==> src/rtl/c_pipe_reg.sv <==
`default_nettype none
// ============================================================================
//  Module   : c_pipe_reg
//  Brief    : Elastic valid/ready pipeline register, DEPTH stages of WIDTH
//             bits, bubble-collapsing back-pressure and occupancy count.
//             Optional synchronous flush port enabled by C_PIPE_REG_FLUSH_EN.
//  Revision : 1.0 - initial release
// ============================================================================
module c_pipe_reg #(
  parameter int               WIDTH       = 32,
  parameter int               DEPTH       = 2,
  parameter logic [WIDTH-1:0] RESET_VALUE = {WIDTH{1'b0}}
) (
  input  logic                         clk,
  input  logic                         reset,
  input  logic                         active,
  input  logic                         in_valid,
  output logic                         in_ready,
  input  logic [WIDTH-1:0]             in_data,
  output logic                         out_valid,
  input  logic                         out_ready,
`ifdef C_PIPE_REG_FLUSH_EN
  input  logic                         flush,
`endif
  output logic [WIDTH-1:0]             out_data,
  output logic [$clog2(DEPTH+1)-1:0]   count
);

  localparam int CNT_W = $clog2(DEPTH + 1);

  logic [DEPTH-1:0] r_v;
  logic [CNT_W-1:0] r_count;
  logic [DEPTH-1:0] w_rdy;
  logic [DEPTH-1:0] w_v_next;
  logic [CNT_W-1:0] w_count_next;
  logic             w_flush;
  logic             w_step;

`ifdef C_PIPE_REG_FLUSH_EN
  assign w_flush = active && flush;
`else
  assign w_flush = 1'b0;
`endif

  // Transfers only happen on active, non-flush edges.
  assign w_step = active && !w_flush;

  generate
    for (genvar i = 0; i < DEPTH; i++) begin : g_stage
      logic             w_src_v;
      logic [WIDTH-1:0] w_src_d;
      logic [WIDTH-1:0] r_data;

      if (i == 0) begin : g_head
        assign w_src_v = in_valid;
        assign w_src_d = in_data;
      end else begin : g_body
        assign w_src_v = r_v[i-1];
        assign w_src_d = g_stage[i-1].r_data;
      end

      // Stage i can move unless it and every stage downstream of it is full
      // while the output is stalled; flattened form of the backward ready chain.
      assign w_rdy[i]    = out_ready || !(&r_v[DEPTH-1:i]);
      assign w_v_next[i] = w_rdy[i] ? w_src_v : r_v[i];

      always_ff @(posedge clk or negedge reset) begin
        if (!reset) begin
          r_data <= RESET_VALUE;
        end else if (w_step && w_rdy[i] && w_src_v) begin
          r_data <= w_src_d;
        end
      end
    end
  endgenerate

  always_comb begin
    w_count_next = '0;
    for (int i = 0; i < DEPTH; i++) begin
      w_count_next = w_count_next + CNT_W'(w_v_next[i]);
    end
  end

  always_ff @(posedge clk or negedge reset) begin
    if (!reset) begin
      r_v     <= '0;
      r_count <= '0;
    end else if (w_flush) begin
      r_v     <= '0;
      r_count <= '0;
    end else if (active) begin
      r_v     <= w_v_next;
      r_count <= w_count_next;
    end
  end

  assign in_ready  = w_step && w_rdy[0];
  assign out_valid = w_step && r_v[DEPTH-1];
  assign out_data  = g_stage[DEPTH-1].r_data;
  assign count     = r_count;

endmodule
`default_nettype wire

==> config.mk <==
export PLATFORM = sky130hd
export DESIGN_NAME = c_pipe_reg
export DESIGN_NICKNAME = d
export VERILOG_FILES = /design/src/rtl/c_pipe_reg.sv
export SDC_FILE = /design/constraint.sdc
export NUM_CORES = 1
export LEC_CHECK = 0
export ABC_CLOCK_PERIOD_IN_PS = 1300
export CAP_MARGIN = 20
export CORE_ASPECT_RATIO = 1.25
export CORE_MARGIN = 2
export CORE_UTILIZATION = 43
export DETAILED_ROUTE_END_ITERATION = 6
export GPL_TIMING_DRIVEN = 0
export PLACE_DENSITY = 0.81
export RECOVER_POWER = 50
export SKIP_CTS_REPAIR_TIMING = 1
export SYNTH_ARGS = -nofsm -noshare
export SYNTH_HDL_FRONTEND = slang
export SYNTH_SLANG_ARGS = --single-unit
==> constraint.sdc <==
create_clock -name clk -period 1.3 [get_ports clk]
set_input_delay 0.26 -clock clk [delete_from_list [all_inputs] [get_ports clk]]
set_output_delay 0.26 -clock clk [all_outputs]
set_load 0.01 [all_outputs]
==> results of run 1 <==
-- cells in the final DEF (no fill, tap or decap), drive strengths merged --
master,n
and2,2
mux2,67
clkbuf,15
or2b,1
clkinv,4
nand2,2
nor2,1
or2,1
buf,16
dfrtp,68
clkinvlp,1
a22o,1
dlymetal6s2s,35
nand3b,1
nor2b,1
ha,1
clkdlybuf4s50,33
and3,1
-- worst max-delay path, cell delays in order, from the launching register on --
cell and delay [ns]:
dfrtp_1 0.42, buf_6 0.13, nand3b_1 0.09, and3_1 0.18, buf_6 0.16, buf_12 0.16
mux2_4 0.31
-- final cells by class --
type,instances,area [um2]
flip-flops and latches,68,1700
multi-input cells,79,982
clock buffers,11,141
plain buffers,8,131
well taps,85,106
repair buffers,80,905
clock inverters,5,27.5
fillers,476,2170
-- worst min path at each step --
stage                                        start                                 to  slack [ns]  cells after the start
after global placement    out_data[19]$_DFFE_PN0P_           out_data[19]$_DFFE_PN0P_        0.47                      1
final                                        reset           out_data[14]$_DFFE_PN0P_        0.07                      1
after CTS                                    reset  g_stage[0].r_data[14]$_DFFE_PN0P_        0.05                      1
after floorplan                              reset               count[0]$_DFFE_PN0P_       -0.04                      0
after detailed placement                     reset  g_stage[0].r_data[14]$_DFFE_PN0P_        0.41                      1
after global routing                         reset           out_data[14]$_DFFE_PN0P_        0.14                      1
-- report_power, final --
| part | internal (uW) | switching (uW) | total [uW] |
|---|---|---|---|
| registers | 2790 | 324 | 3110 |
| clock network | 731 | 756 | 1490 |
| logic | 1520 | 757 | 2270 |
-- stage by stage --
step           setup slack (ns)  power (uW)  hold WS, ns  area, um2  setup TNS, ns
3_5_place_dp             -0.597        5510        0.414       3600         -34.07
5_1_grt                  -0.345        7300        0.142       4000         -16.06
6_report                 -0.259        6870       0.0717       4000         -11.29
2_1_floorplan           -0.0311        4240      -0.0356       2790         -0.963
3_3_place_gp              -2.17        5440        0.470       3600        -181.20
4_1_cts                  -0.591        7020       0.0477       3770         -18.14
-- sequential cells by signal, summed over array words and instances, names as in the netlist --
name,count
count,2
g_stage.r_data,32
out_data,32
r_v,2
-- kinds of logic (layout without fill, tap and decap cells) --
kind of cell / Yosys count / in the layout / share of synthesized area, %
AND/OR/NAND/NOR: 10 / 10 / 2.23
multiplexers: 67 / 67 / 31.5
adder cells (fa/ha/maj): 1 / 1 / 0.455
buffers and inverters: 8 / 104 / 3.59
flip-flops: 68 / 68 / 61.8
AO/OA/AOI/OAI: 1 / 1 / 0.364
-- routing by layer --
metal	vias up	global-route usage, %
met2	44	24.6
met1	798	19.7
met3	7	5.39
met5	-	0
li1	725	-
met4	0	5.26
==> flow_metrics.env, run 1 <==
export IMPL_outcome="complete, but fails checks"
export IMPL_failed_checks="setup timing"
export IMPL_clock_sinks=68
export IMPL_startpoint_type="flop"
export IMPL_fmax_mhz=641
export IMPL_period_minus_slack_ns=1.56
export IMPL_path_max_fanout=10
export IMPL_fin_ws_ns=-0.259
export IMPL_synth_distinct_cells=19
export IMPL_fp_dieH_um=93.4
export IMPL_vias_per_cell=4.68
export IMPL_cts_buffer_depth=2
export IMPL_synth_top_area_share_pct=61.8
export IMPL_crit_path_end="g_stage[0].r_data[3]$_DFFE_PN0P_"
export IMPL_postRouteWirelength_um=5040
export IMPL_portBuffers=71
export IMPL_peakVddDrop_mv=1.13
export IMPL_initial_utilization_pct=44.6
export IMPL_skew_ns=0.00728
export IMPL_r2r_worst_path_cells=6
export IMPL_top_level_ports=73
export IMPL_ys_ff_latch=68
export IMPL_p_leak_uw=0.00204
export IMPL_arrival_ns=1.77
export IMPL_drtIter0Drc=38
export IMPL_die_area_um2=7060
export IMPL_syn_to_final_growth_pct=45.2
export IMPL_finalCritPeriodShare_pct=120
export IMPL_cp_startpoint="r_v[1]$_DFFE_PN0P_"
export IMPL_cts_root_buffer="clkbuf_8"
export IMPL_p_per_area_nw_per_um2=1720
export IMPL_final_cells=336
export IMPL_synthFlopType="dfrtp_1"
export IMPL_cts_tree="built"
export IMPL_clk_pin_slew_ns=0.07
export IMPL_diodes=0
export IMPL_hold_viol=0
export IMPL_post_route_util_pct=64.8
export IMPL_grt_pass1_wl_um=8070
export IMPL_reg2reg_slack_ns=-0.26
export IMPL_yosys_warnings=0
export IMPL_clock_latency_ns=0.33
export IMPL_wl_met3_um=229
export IMPL_drive_gt1_share_pct=42.6
export IMPL_yosys_top_cells_area="dfrtp_1 (62%), mux2_4 (16%), mux2_2 (15%)"
export IMPL_crit_path_end_kind="flop"
export IMPL_cp_required_ns=1.52
export IMPL_drt_pass1_iterations=3
export IMPL_maxSlewViolCount=0
export IMPL_grt_max_degree=69
export IMPL_rsz0062_at_grt="yes"
export IMPL_grt_usage_pct=15.5
export IMPL_final_nets=284
export IMPL_wl_met2_um=2580
export IMPL_worst_pin_slew_ns=0.894
export IMPL_hpwl_um=3290
export IMPL_synthArstFlopShare_pct=100
export IMPL_chipWidth_um=75.5
export IMPL_maxUsedRoutingLayer="met4"
export IMPL_drc_errors=0
export IMPL_rows=32
export IMPL_wl_per_cell_um=15.0
export IMPL_post_synth_top_area_cell="dfrtp_1"
export IMPL_vias=1574
export IMPL_cts_buffers=9
export IMPL_syn_instance_count=155
export IMPL_maxSlewHeadroom_pct=40.4
export IMPL_core_area_um2=6170
export IMPL_synth_edf_count=0
export IMPL_place_gp_congestion=0.683
export IMPL_grt_ovfl_total=0
export IMPL_htree_levels=3
export IMPL_synth_area_um2=2750
export IMPL_grt_pass1_vias=1669
export IMPL_r2r_end="g_stage[0].r_data[3]$_DFFE_PN0P_"
export IMPL_synth_fp_nets=193
export IMPL_setup_violations_final=69
export IMPL_hp_class="input port to async pin"
export IMPL_synth_most_common_cell="dfrtp_1"
export IMPL_drv_cap=0
export IMPL_grt_antenna_before_repair=0
export IMPL_reg2reg_from="r_v[1]$_DFFE_PN0P_"
export IMPL_path_class="flop to flop"
export IMPL_synthTopCellsByCount="dfrtp_1 (68), mux2_2 (36), mux2_4 (30)"
export IMPL_drt_met1_wl_um=2170
export IMPL_ant_nets=0
export IMPL_dp_cells=311
export IMPL_avgSynthCellArea_um2=17.8
export IMPL_ys_seq_area_share_pct=61.8
No activity file was read; power rests on OpenSTA's default activity.
==> inputs of run 2 (changes only) <==
ABC_CLOCK_PERIOD_IN_PS = 1800   (was 1300)
CORE_UTILIZATION = 52   (was 43)
PLACE_DENSITY = 0.91   (was 0.81)
clock period = 1.8 ns   (was 1.3 ns; I/O delays follow)
==> flow_metrics.env, run 2 (synthesized netlist as in run 1, its figures left out) <==
export IMPL_outcome="complete, but fails checks"
export IMPL_failed_checks="capacitance limit, slew limit"
export IMPL_diodes=0
export IMPL_grt_max_degree=69
export IMPL_drv_cap=1
export IMPL_maxSlewHeadroom_pct=-6.08
export IMPL_r2r_worst_path_cells=4
export IMPL_vias_per_cell=5.03
export IMPL_sw_frac_of_total_pct=25.4
export IMPL_htree_levels=3
export IMPL_crit_chain="clkdlybuf4s50_1 -> nand3b_1 -> and2_2 -> dlymetal6s2s_1"
export IMPL_placed_area_um2=3540
export IMPL_power_frac_clock_pct=26.0
export IMPL_p_leak_uw=0.00165
export IMPL_fin_ws_ns=0.0789
export IMPL_path_max_fanout=3
export IMPL_cp_required_ns=1.44
export IMPL_stdcell_area_um2=3740
export IMPL_place_gp_congestion=0.732
export IMPL_path_depth=4
export IMPL_crit_path_end_kind="primary output"
export IMPL_syn_to_final_growth_pct=35.8
export IMPL_clock_latency_ns=0.33
export IMPL_multi_input_area_um2=941
export IMPL_n_fill_cell=316
export IMPL_grt_usage_pct=18.0
export IMPL_hp_class="input port to flop"
export IMPL_initial_utilization_pct=54.2
export IMPL_final_cell_mix="dfrtp_1 (68), clkdlybuf4s50_1 (65), mux2_2 (36), mux2_4 (28), clkbuf_8 (10)"
export IMPL_path_class="input port to primary output"
export IMPL_final_common_cell="dfrtp_1"
export IMPL_clock_sinks=68
export IMPL_rows=29
export IMPL_path_buf_inv=2
export IMPL_reg2reg_from="r_v[1]$_DFFE_PN0P_"
export IMPL_critical_path_max_stage_delay_ns=0.43
export IMPL_pre_cts_slack_ns=-0.220
export IMPL_regArea_um2=1700
export IMPL_drt_pass1_iterations=3
export IMPL_peakVddDrop_mv=0.910
export IMPL_postRouteWirelength_um=4850
export IMPL_cts_tree="built"
export IMPL_fmax_mhz=581
export IMPL_cpMaxStageDelayCell="clkdlybuf4s50_1"
export IMPL_min_delay_start="active"
export IMPL_power_share_combinational_pct=30.9
export IMPL_finalCritPeriodShare_pct=95.6
export IMPL_arrival_ns=1.36
export IMPL_wl_per_cell_um=15.9
export IMPL_hold_depth=2
export IMPL_cts_buffer_depth=2
export IMPL_cts_root_buffer="clkbuf_8"
export IMPL_clk_pin_slew_ns=0.07
export IMPL_cts_buffers=9
export IMPL_maxSlewViolCount=69
export IMPL_grt_antenna_before_repair=0
export IMPL_hpwl_um=3420
export IMPL_setup_violations_final=0
export IMPL_p_per_area_nw_per_um2=1410
export IMPL_portBuffers=71
export IMPL_fp_dieH_um=85.3
export IMPL_drtIter0Drc=69
export IMPL_grt_pass1_wl_um=8090
export IMPL_seqPwrFrac_pct=43.1
export IMPL_internal_power_uw=3920
export IMPL_die_area_um2=5890
export IMPL_net_switching_power_uw=1330
export IMPL_skew_ns=0.00640
export IMPL_grt_pass1_vias=1623
export IMPL_drc_errors=0
export IMPL_core_area_um2=5080
export IMPL_cp_startpoint="out_ready"
export IMPL_final_nets=275
export IMPL_drive_gt1_share_pct=38.0
export IMPL_startpoint_type="input port"
export IMPL_critPathTopFamily="buffers and inverters"
export IMPL_vias=1530
export IMPL_period_minus_slack_ns=1.72
export IMPL_rsz0062_at_grt="no"
export IMPL_top_level_ports=73
export IMPL_hold_viol=0
export IMPL_grt_ovfl_total=0
export IMPL_ant_nets=0
export IMPL_worst_pin_slew_ns=1.59
export IMPL_chipWidth_um=69.1
==> run 2: worst reg2reg max path, delay by kind of cell (launching register included) <==
kind | cells | cell delay, ns
buffers and inverters | 1 | 0.27
and+or+nand+nor | 2 | 0.45
DFF | 1 | 0.41
muxes | 1 | 0.36
==> run 2: power by group through the flow <==
stage / registers, uW / logic, uW / clock network (uW)
final: 2270 / 1620 / 1370
after global routing: 2330 / 1730 / 1470
after CTS: 2270 / 1680 / 1400
after detailed placement: 2290 / 1670 / 0
after global placement: 2270 / 1640 / 0
after floorplan: 2410 / 635 / 0
==> run 2: per-stage QoR <==
step / instances / util (%) / TNS [ns] / hold slack, ns / power [uW]
5_1_grt: 304 / 73.6 / 0 / 0.402 / 5520
4_1_cts: 304 / 74.1 / -0.230 / 0.148 / 5350
3_3_place_gp: 288 / 69.7 / -123.00 / 0.470 / 3910
6_report: 304 / 73.6 / 0 / 0.392 / 5260
2_1_floorplan: 155 / - / 0 / 0.0644 / 3040
3_5_place_dp: 288 / 69.6 / -5.92 / 0.489 / 3970
==> run 2: worst paths after layout <==
check / to / slack, ns
min in group asynchronous: count[0]$_DFFE_PN0P_ / 0.43
max in group asynchronous: out_data[17]$_DFFE_PN0P_ / 0.41
worst max register to register: out_data[4]$_DFFE_PN0P_ / 0.20
worst max-delay path: in_ready / 0.08
worst min register to register: out_data[19]$_DFFE_PN0P_ / 0.50
worst min-delay path: r_v[0]$_DFFE_PN0P_ / 0.39
==> run 2: area by class of cell <==
cell class	count	share of cell area (%)
buffer	8	2.24
clock buffer	10	3.68
clock inverter	6	2.34
multi-input combinational	79	25.2
sequential	68	45.5
tap	62	2.08
timing repair buffer	71	18.9
==> run 2: routing by layer <==
metal  wire length, um  vias up  GRT usage (%)
li1                  -      706              -
met1              2130      765           24.6
met2              2370       52           26.9
met3               290        7           6.18
met4                62        0           6.42
met5                 0        -              0
